--- config.mk ---
export PLATFORM = sky130hd
export DESIGN_NAME = axi_bridge_arbiter
export DESIGN_NICKNAME = d
export VERILOG_FILES = /design/src/rtl/axi_bridge_pkg.sv /design/src/rtl/axi_bridge_arbiter_wr.sv /design/src/rtl/axi_bridge_arbiter.sv
export SDC_FILE = /design/constraint.sdc
export NUM_CORES = 1
export LEC_CHECK = 0
export CAP_MARGIN = 15
export CORE_AREA = 2 2 134 136
export CTS_CLUSTER_DIAMETER = 100
export DETAILED_ROUTE_END_ITERATION = 6
export DIE_AREA = 0 0 136 138
export GPL_ROUTABILITY_DRIVEN = 0
export PLACE_DENSITY = 0.69
export SYNTH_ARGS = -nofsm -noshare
export SYNTH_HDL_FRONTEND = slang
export SYNTH_SLANG_ARGS = --single-unit
--- constraint.sdc ---
create_clock -name clk -period 2.1 [get_ports clk]
set_clock_uncertainty 0.1 [all_clocks]
set_input_delay 0.21 -clock clk [delete_from_list [all_inputs] [get_ports clk]]
set_output_delay 0.21 -clock clk [all_outputs]
set_load 0.02 [all_outputs]
--- src/rtl/axi_bridge_pkg.sv ---
// Shared encodings for the AXI3 bridge arbiter: FSM states, AXI ids and size codes.
package axi_bridge_pkg;

  typedef enum logic {AR_IDLE, AR_SEND} ar_state_t;
  typedef enum logic [1:0] {W_IDLE, W_SEND, W_RESP} w_state_t;

  localparam logic [3:0] ID_INST = 4'd0;
  localparam logic [3:0] ID_DATA = 4'd1;

  localparam logic [2:0] SIZE_BYTE = 3'd0;
  localparam logic [2:0] SIZE_HALF = 3'd1;
  localparam logic [2:0] SIZE_WORD = 3'd2;

  // CPU size codes map onto AXI size by dropping the unused top bit.
  function automatic logic [2:0] axi_size(input logic [2:0] cpu_size);
    return {1'b0, cpu_size[1:0]};
  endfunction

endpackage

--- src/rtl/axi_bridge_arbiter_wr.sv ---
// Write path of the bridge: a single-beat AW/W/B transaction per data write.
module axi_wr_channel
  import axi_bridge_pkg::*;
(
  input  logic        clk,
  input  logic        reset,
  input  logic        wr_req,
  input  logic        data_busy,
  input  logic [31:0] data_addr,
  input  logic [2:0]  data_size,
  input  logic [31:0] data_wdata,
  input  logic [3:0]  data_wstrb,
  output logic        wr_accept,
  output logic        b_done,
  output logic [31:0] awaddr,
  output logic [2:0]  awsize,
  output logic        awvalid,
  input  logic        awready,
  output logic [31:0] wdata,
  output logic [3:0]  wstrb,
  output logic        wvalid,
  input  logic        wready,
  input  logic        bvalid
);

  w_state_t state;
  logic     aw_pending;
  logic     w_pending;

  assign wr_accept  = (state == W_IDLE) && wr_req && !data_busy;
  assign b_done     = (state == W_RESP) && bvalid;
  assign aw_pending = awvalid && !awready;
  assign w_pending  = wvalid && !wready;

  always_ff @(posedge clk) begin
    if (reset) begin
      state   <= W_IDLE;
      awaddr  <= '0;
      awsize  <= '0;
      awvalid <= 1'b0;
      wdata   <= '0;
      wstrb   <= '0;
      wvalid  <= 1'b0;
    end else begin
      unique case (state)
        W_IDLE: if (wr_accept) begin
          awaddr  <= data_addr;
          awsize  <= axi_size(data_size);
          wdata   <= data_wdata;
          wstrb   <= data_wstrb;
          awvalid <= 1'b1;
          wvalid  <= 1'b1;
          state   <= W_SEND;
        end
        // AW and W retire independently; both may complete in the same cycle.
        W_SEND: begin
          awvalid <= aw_pending;
          wvalid  <= w_pending;
          if (!aw_pending && !w_pending) state <= W_RESP;
        end
        W_RESP: if (bvalid) state <= W_IDLE;
        default: state <= W_IDLE;
      endcase
    end
  end

endmodule

--- src/rtl/axi_bridge_arbiter.sv ---
// Shares one AXI3 master between instruction line refills and single-beat data accesses.
module axi_bridge_arbiter
  import axi_bridge_pkg::*;
#(
  parameter int unsigned ILINE_WORDS = 4
) (
  input  logic        clk,
  input  logic        reset,
  input  logic        rd_req,
  input  logic [31:0] rd_addr,
  output logic        rd_rdy,
  output logic        ret_valid,
  output logic        ret_last,
  output logic [31:0] ret_data,
  input  logic        data_req,
  input  logic        data_wr,
  input  logic [2:0]  data_size,
  input  logic [31:0] data_addr,
  input  logic [31:0] data_wdata,
  input  logic [3:0]  data_wstrb,
  output logic        data_addr_ok,
  output logic        data_data_ok,
  output logic [31:0] data_rdata,
  output logic [31:0] araddr,
  output logic [3:0]  arid,
  output logic [7:0]  arlen,
  output logic [2:0]  arsize,
  output logic        arvalid,
  input  logic        arready,
  input  logic [3:0]  rid,
  input  logic [31:0] rdata,
  input  logic        rlast,
  input  logic        rvalid,
  output logic        rready,
  output logic [31:0] awaddr,
  output logic [2:0]  awsize,
  output logic        awvalid,
  input  logic        awready,
  output logic [31:0] wdata,
  output logic [3:0]  wstrb,
  output logic        wvalid,
  input  logic        wready,
  input  logic        bvalid,
  output logic        bready
);

  ar_state_t ar_state;
  logic      inst_busy;
  logic      data_busy;
  logic      data_rd_grant;
  logic      wr_accept;
  logic      b_done;
  logic      data_ret;

  assign rready = 1'b1;
  assign bready = 1'b1;

  // Data reads win AR; an instruction grant still coexists with a data write accept.
  assign data_rd_grant = (ar_state == AR_IDLE) && data_req && !data_wr && !data_busy;
  assign rd_rdy        = (ar_state == AR_IDLE) && rd_req && !inst_busy && !data_rd_grant;
  assign data_addr_ok  = data_rd_grant || wr_accept;

  assign ret_valid    = rvalid && (rid == ID_INST);
  assign ret_last     = rlast;
  assign ret_data     = rdata;
  assign data_ret     = rvalid && (rid == ID_DATA);
  assign data_rdata   = rdata;
  assign data_data_ok = data_ret || b_done;

  always_ff @(posedge clk) begin
    if (reset) begin
      ar_state <= AR_IDLE;
      araddr   <= '0;
      arid     <= '0;
      arlen    <= '0;
      arsize   <= '0;
      arvalid  <= 1'b0;
    end else begin
      unique case (ar_state)
        AR_IDLE:
          if (data_rd_grant) begin
            araddr   <= data_addr;
            arid     <= ID_DATA;
            arlen    <= '0;
            arsize   <= axi_size(data_size);
            arvalid  <= 1'b1;
            ar_state <= AR_SEND;
          end else if (rd_rdy) begin
            araddr   <= rd_addr;
            arid     <= ID_INST;
            arlen    <= 8'(ILINE_WORDS - 1);
            arsize   <= SIZE_WORD;
            arvalid  <= 1'b1;
            ar_state <= AR_SEND;
          end
        AR_SEND:
          if (arready) begin
            arvalid  <= 1'b0;
            ar_state <= AR_IDLE;
          end
        default: ar_state <= AR_IDLE;
      endcase
    end
  end

  always_ff @(posedge clk) begin
    if (reset) begin
      inst_busy <= 1'b0;
      data_busy <= 1'b0;
    end else begin
      if (rd_rdy) inst_busy <= 1'b1;
      else if (ret_valid && rlast) inst_busy <= 1'b0;
      if (data_addr_ok) data_busy <= 1'b1;
      else if (data_data_ok) data_busy <= 1'b0;
    end
  end

  axi_wr_channel u_wr (
    .clk        (clk),
    .reset      (reset),
    .wr_req     (data_req && data_wr),
    .data_busy  (data_busy),
    .data_addr  (data_addr),
    .data_size  (data_size),
    .data_wdata (data_wdata),
    .data_wstrb (data_wstrb),
    .wr_accept  (wr_accept),
    .b_done     (b_done),
    .awaddr     (awaddr),
    .awsize     (awsize),
    .awvalid    (awvalid),
    .awready    (awready),
    .wdata      (wdata),
    .wstrb      (wstrb),
    .wvalid     (wvalid),
    .wready     (wready),
    .bvalid     (bvalid)
  );

endmodule
Word-level counts from Yosys, hierarchy flattened
Index checks and enable logic that the tools add are counted.
{"block": "word_totals", "reg_bits": 125, "in_bits": 150, "out_inout_bits": 192, "wordCells": 88}
{"block": "classes", "n_eq_ne": 8, "n_mux": 27, "bitwise_logic": 1, "n_reduce_logical": 37}
{"op": "32-bit 2-to-1 mux", "n": 2}
{"op": "1-bit logical AND", "n": 16}
{"op": "8-bit 2-to-1 mux", "n": 2}
{"op": "1-bit 2-to-1 mux", "n": 11}
{"op": "1-bit logical NOT", "n": 8}
{"op": "4-bit 2-to-1 mux", "n": 2}
{"op": "1-bit case mux with 2 select lines", "n": 4}
{"op": "2-bit AND reduction", "n": 4}
{"op": "2-bit nonzero test", "n": 4}
{"op": "2-bit 2-to-1 mux", "n": 3}
{"op": "3-bit 2-to-1 mux", "n": 2}
{"op": "2-bit != test, second input constant", "n": 3}
{"op": "2-bit case mux with 3 select lines", "n": 1}
{"op": "4-bit by 1-bit == test with 1-bit output, second input constant", "n": 1}
{"op": "4-bit logical NOT", "n": 1}
{"op": "3-bit != test, second input constant", "n": 1}
{"op": "3-bit AND reduction", "n": 1}
{"op": "2-bit by 1-bit == test with 1-bit output, second input constant", "n": 1}
{"op": "2-bit == test, second input constant", "n": 1}
{"op": "2-bit logical NOT", "n": 1}
{"op": "1-bit logical OR", "n": 2}
{"op": "2-bit by 1-bit != test with 1-bit output, second input constant", "n": 1}
{"op": "1-bit NOT", "n": 1}

Logic depth before layout (Yosys ltp)
{"block": "logic_depth", "depth_word": 9, "depth_mapped": 5, "depth_no_buf": 3}

Cells and area by module
A second synthesis with hierarchy kept.
{"block": "unflattened", "hier_cells": 628, "area_unflattened_um2": 5044.8}
{"module": "axi_wr_channel", "instances": 1, "cells_per_inst": 328, "area_per_inst_um2": 2630.0, "seq_area_each_um2": 1481.4}
{"module": "axi_bridge_arbiter", "instances": 1, "cells_per_inst": 300, "area_per_inst_um2": 2414.8, "seq_area_each_um2": 800.8}

Worst setup path after synthesis
No wires, ideal clock.
{"block": "synth_timing", "kind": "input-to-output", "start": "in rid[1]", "end": "out data_data_ok", "arrival_time_ps": 1420, "t_required_ps": 1790, "slack_ps": 370, "cell_stages": 2, "path_buffers": 0, "path_cell_list": "or4b_2 > o21ai_0"}
{"block": "synth_via", "elab_chain_cells": 3}
{"item": "from (decl)", "line": "axi_bridge_arbiter.sv:30", "rtl": "input logic [3:0] rid,"}
{"item": "4-bit by 1-bit == test with 1-bit output", "line": "axi_bridge_arbiter.sv:66", "rtl": "assign data_ret = rvalid && (rid == ID_DATA);"}
{"item": "1-bit logical AND", "line": "axi_bridge_arbiter.sv:66"}
{"item": "1-bit logical OR", "line": "axi_bridge_arbiter.sv:68", "rtl": "assign data_data_ok = data_ret || b_done;"}
{"item": "to (decl)", "line": "axi_bridge_arbiter.sv:22", "rtl": "output logic data_data_ok,"}
No other way between the ends.

Worst setup path after layout
{"block": "layout_timing", "start": "reg data_busy", "end": "out data_addr_ok"}
{"block": "layout_via", "elab_chain_cells": 3}
{"item": "from (decl)", "line": "axi_bridge_arbiter.sv:49", "rtl": "logic data_busy;"}
{"item": "from (signal assigned)", "line": "axi_bridge_arbiter.sv:109", "rtl": "data_busy <= 1'b0;"}
{"item": "from (signal assigned)", "line": "axi_bridge_arbiter.sv:113", "rtl": "if (data_addr_ok) data_busy <= 1'b1;"}
{"item": "from (signal assigned)", "line": "axi_bridge_arbiter.sv:114", "rtl": "else if (data_data_ok) data_busy <= 1'b0;"}
{"item": "1-bit logical NOT *", "line": "axi_bridge_arbiter_wr.sv:30, axi_bridge_arbiter.sv:59"}
{"item": "1-bit logical AND, on equally long branches", "line": "axi_bridge_arbiter.sv:59, axi_bridge_arbiter_wr.sv:30"}
{"item": "1-bit logical OR *", "line": "axi_bridge_arbiter.sv:61", "rtl": "assign data_addr_ok = data_rd_grant || wr_accept;"}
{"item": "to (decl)", "line": "axi_bridge_arbiter.sv:21", "rtl": "output logic data_addr_ok,"}
Every way passes the cells marked *; elsewhere a longest branch is shown, timed or not.

==> results_dict.tcl <==
set metrics [dict create \
    syn_avg_cell_area_sq_um 8.96 \
    grt_pass1_vias 4802 \
    cts-root-buf "clkbuf_16" \
    met1Wirelength_mm 6.88 \
    arrival_ns 1.72 \
    n_antenna_cell 0 \
    start_util_pct 29.3 \
    rrSetupSlack_ns 0.21 \
    power.switching_mw 1.80 \
    pin_count 342 \
    rows 49 \
    startpoint "data_busy" \
    layout_min_cycle_time_ns 2.03 \
    hold_ws_ns 0.148 \
    cts_tree "done" \
    routed_wl_mm 16.2 \
    final_common_cell "clkdlybuf4s50_1" \
    core_sq_um 17500 \
    ys_warn_count 0 \
    synth_seq_cells 114 \
    outcome "completed" \
    num_vias 4766 \
    startpoint_type "flip-flop" \
    track_usage_pct 17.3 \
    clock_latency_ns 0.40 \
    cap_violations 0 \
    synth_cell_types 36 \
    drt_first_pass_iters 4 \
    ir_drop_uv 534 \
    drtIter0Drc 317 \
    cts-buffers-inserted 17 \
    final-instance-count-excl-fill 961 \
    power_density_nw_per_um2 889 \
    crit_path_end "data_addr_ok" \
    worstHoldPathType "in2reg" \
    wl_met3_mm 1.10 \
    criticalPathCategory "reg2out" \
    post-place-cells 930 \
    io_buffers 231 \
    critical_path.max_fanout 6 \
    setup_viol 0 \
    critPathCaptureType "output port" \
    synthesis.area_sq_um 5140 \
    switching_share_pct 26.3 \
    syn2layout_area_growth_pct 49.2 \
    p_leak_nw 2.75 \
    max_slew_margin_pct 40.1 \
    wl_met2_mm 7.75 \
    htree_levels 4 \
    wire_per_inst_um 16.9 \
    min_period_over_period_pct 96.6 \
    drive_gt1_share_pct 11.7 \
    routed_via_density 4.96 \
    rsz0062_at_grt "false" \
    fmax_ghz 0.493 \
    ctsHoldBuffers 0 \
    dieHeight_um 138 \
    postRouteAntennaNets 0 \
    ys_seq_area_share_pct 44.4 \
    antenna_found_initial 0 \
    combPwrFrac_pct 20.5 \
    cts_buffer_depth 2 \
    drt_drc_violations_left 0 \
    hold_viol 0 \
    place_hpwl_mm 10.8 \
    post-cts-setup-buffers 0 \
    slew_violations 0 \
    fp.dieW_um 136 \
    cts.sinks 114 \
    required_ns 1.79 \
    syn_inst 574 \
    grt-ovfl-total 0 \
    grt_first_pass_wirelength_mm 25.7 \
    r2r_start "u_wr.state[0]" \
    final_cell_mix "clkdlybuf4s50_1, dfxtp_1, a21oi_1" \
    path_clk_slew_ns 0.05 \
    grt_max_degree 80 \
    max_slew.worst_pin.slew_ns 0.898 \
    power_frac_seq_pct 35.6 \
    die_area_sq_um 18800 \
    internal_power_mw 5.03 \
    r2r_end "u_wr.awaddr[6]" \
    dr.max_layer_used "met4" \
    clkPwrFrac_pct 43.8 \
    fin_nets 870 \
    r2r_cells 4 \
]
==> cells in the mapped netlist <==
cell	n	area, sq um
a211oi_1	2	15.0
a21oi_1	76	380
a31o_2	1	8.76
a31oi_1	1	6.26
and3_1	1	6.26
buf_2	4	20.0
buf_4	79	593
buf_6	8	90.1
clkbuf_1	35	131
clkbuf_2	7	35.0
clkinv_1	1	3.75
conb_1	2	7.51
dfxtp_1	114	2280
inv_1	6	22.5
nand2_1	4	15.0
nand2b_1	2	12.5
nand3_1	70	350
nand3b_1	1	7.51
nor2_1	1	3.75
nor2b_1	4	25.0
nor3b_1	2	15.0
nor4b_1	1	8.76
nor4b_4	1	23.8
o211a_1	1	10.0
o211ai_1	1	7.51
o21a_1	32	240
o21ai_0	76	380
o21ba_2	1	10.0
o21bai_1	1	7.51
o221a_1	4	45.0
o221a_2	29	327
or2_1	1	6.26
or2b_1	1	7.51
or3b_1	1	8.76
or4b_1	2	20.0
or4b_2	1	10.0
==> sequential cells by signal (all words and copies together) (netlist names) <==
register,flops
arsize,2
ar_state,1
arvalid,1
u_wr.wvalid,1
arlen,1
u_wr.state,2
u_wr.awaddr,32
u_wr.wstrb,4
inst_busy,1
u_wr.wdata,32
araddr,32
u_wr.awsize,2
arid,1
u_wr.awvalid,1
data_busy,1
==> area by class of cell <==
type	instances	area [sq um]
Multi-Input combinational cell	331	2010
Fill cell	1747	9860
Clock buffer	20	447
Clock inverter	11	161
Timing Repair Buffer	249	2460
Tap cell	229	287
Sequential cell	114	2280
Inverter	7	26.3
==> per-layer routing <==
| layer | vias to the layer above | global-route usage [%] |
|---|---|---|
| met5 | - | 0 |
| met4 | 0 | 7.79 |
| met1 | 2273 | 20.3 |
| li1 | 2269 | - |
| met3 | 36 | 5.50 |
| met2 | 188 | 28.7 |
==> kinds of logic after synthesis <==
logic type,Yosys count,share of synthesized area [%]
flip-flops,114,44.4
other,2,0.146
AO/OA/AOI/OAI,225,27.9
buffers and inverters,140,17.4
AND/OR/NAND/NOR,93,10.1
==> metrics by stage <==
stage / area, sq um / total power [mW] / util (%) / TNS [ns] / worst slack [ns]
2_1_floorplan: 5180 / 3.36 / - / 0 / 0.370
3_3_place_gp: 7080 / 3.88 / 40.4 / -3.08 / -0.322
3_5_place_dp: 7080 / 3.89 / 40.4 / -3.64 / -0.323
4_1_cts: 7680 / 6.93 / 43.8 / 0 / 0.0118
5_1_grt: 7670 / 7.13 / 43.8 / 0 / 0.00403
6_report: 7670 / 6.82 / 43.8 / 0 / 0.0724
==> critical path, stage by stage (launching register included) <==
cell             delay (ns)
dfxtp_1                0.37
or4b_1                 0.55
nand2_1                0.09
clkdlybuf4s15_1        0.30
==> power by group through the flow <==
stage               logic, mW  registers (mW)  clock network, mW
detailed placement       1.41            2.48                  0
global route             1.50            2.45               3.18
floorplan               0.699            2.66                  0
CTS                      1.42            2.43               3.08
finish                   1.40            2.43               2.99
global placement         1.41            2.47                  0
==> worst min path at each step <==
| stage | from | endpoint | slack (ns) | cells past startpoint |
|---|---|---|---|---|
| floorplan | data_addr[0] | u_wr.awaddr[0] | 0.26 | 2 |
| global placement | rdata[19] | ret_data[19] | 0.32 | 0 |
| detailed placement | rdata[19] | ret_data[19] | 0.32 | 0 |
| CTS | data_wr | u_wr.awvalid | 0.13 | 4 |
| global route | data_wr | u_wr.awvalid | 0.17 | 4 |
| finish | data_wr | u_wr.awvalid | 0.15 | 4 |
==> timing repair <==
item                                    4_1_cts  5_1_grt
pin swaps                                     0        0
endpoints found under the setup margin        4        4
resized for setup                             7        6
(Power assumes the default switching activity.)
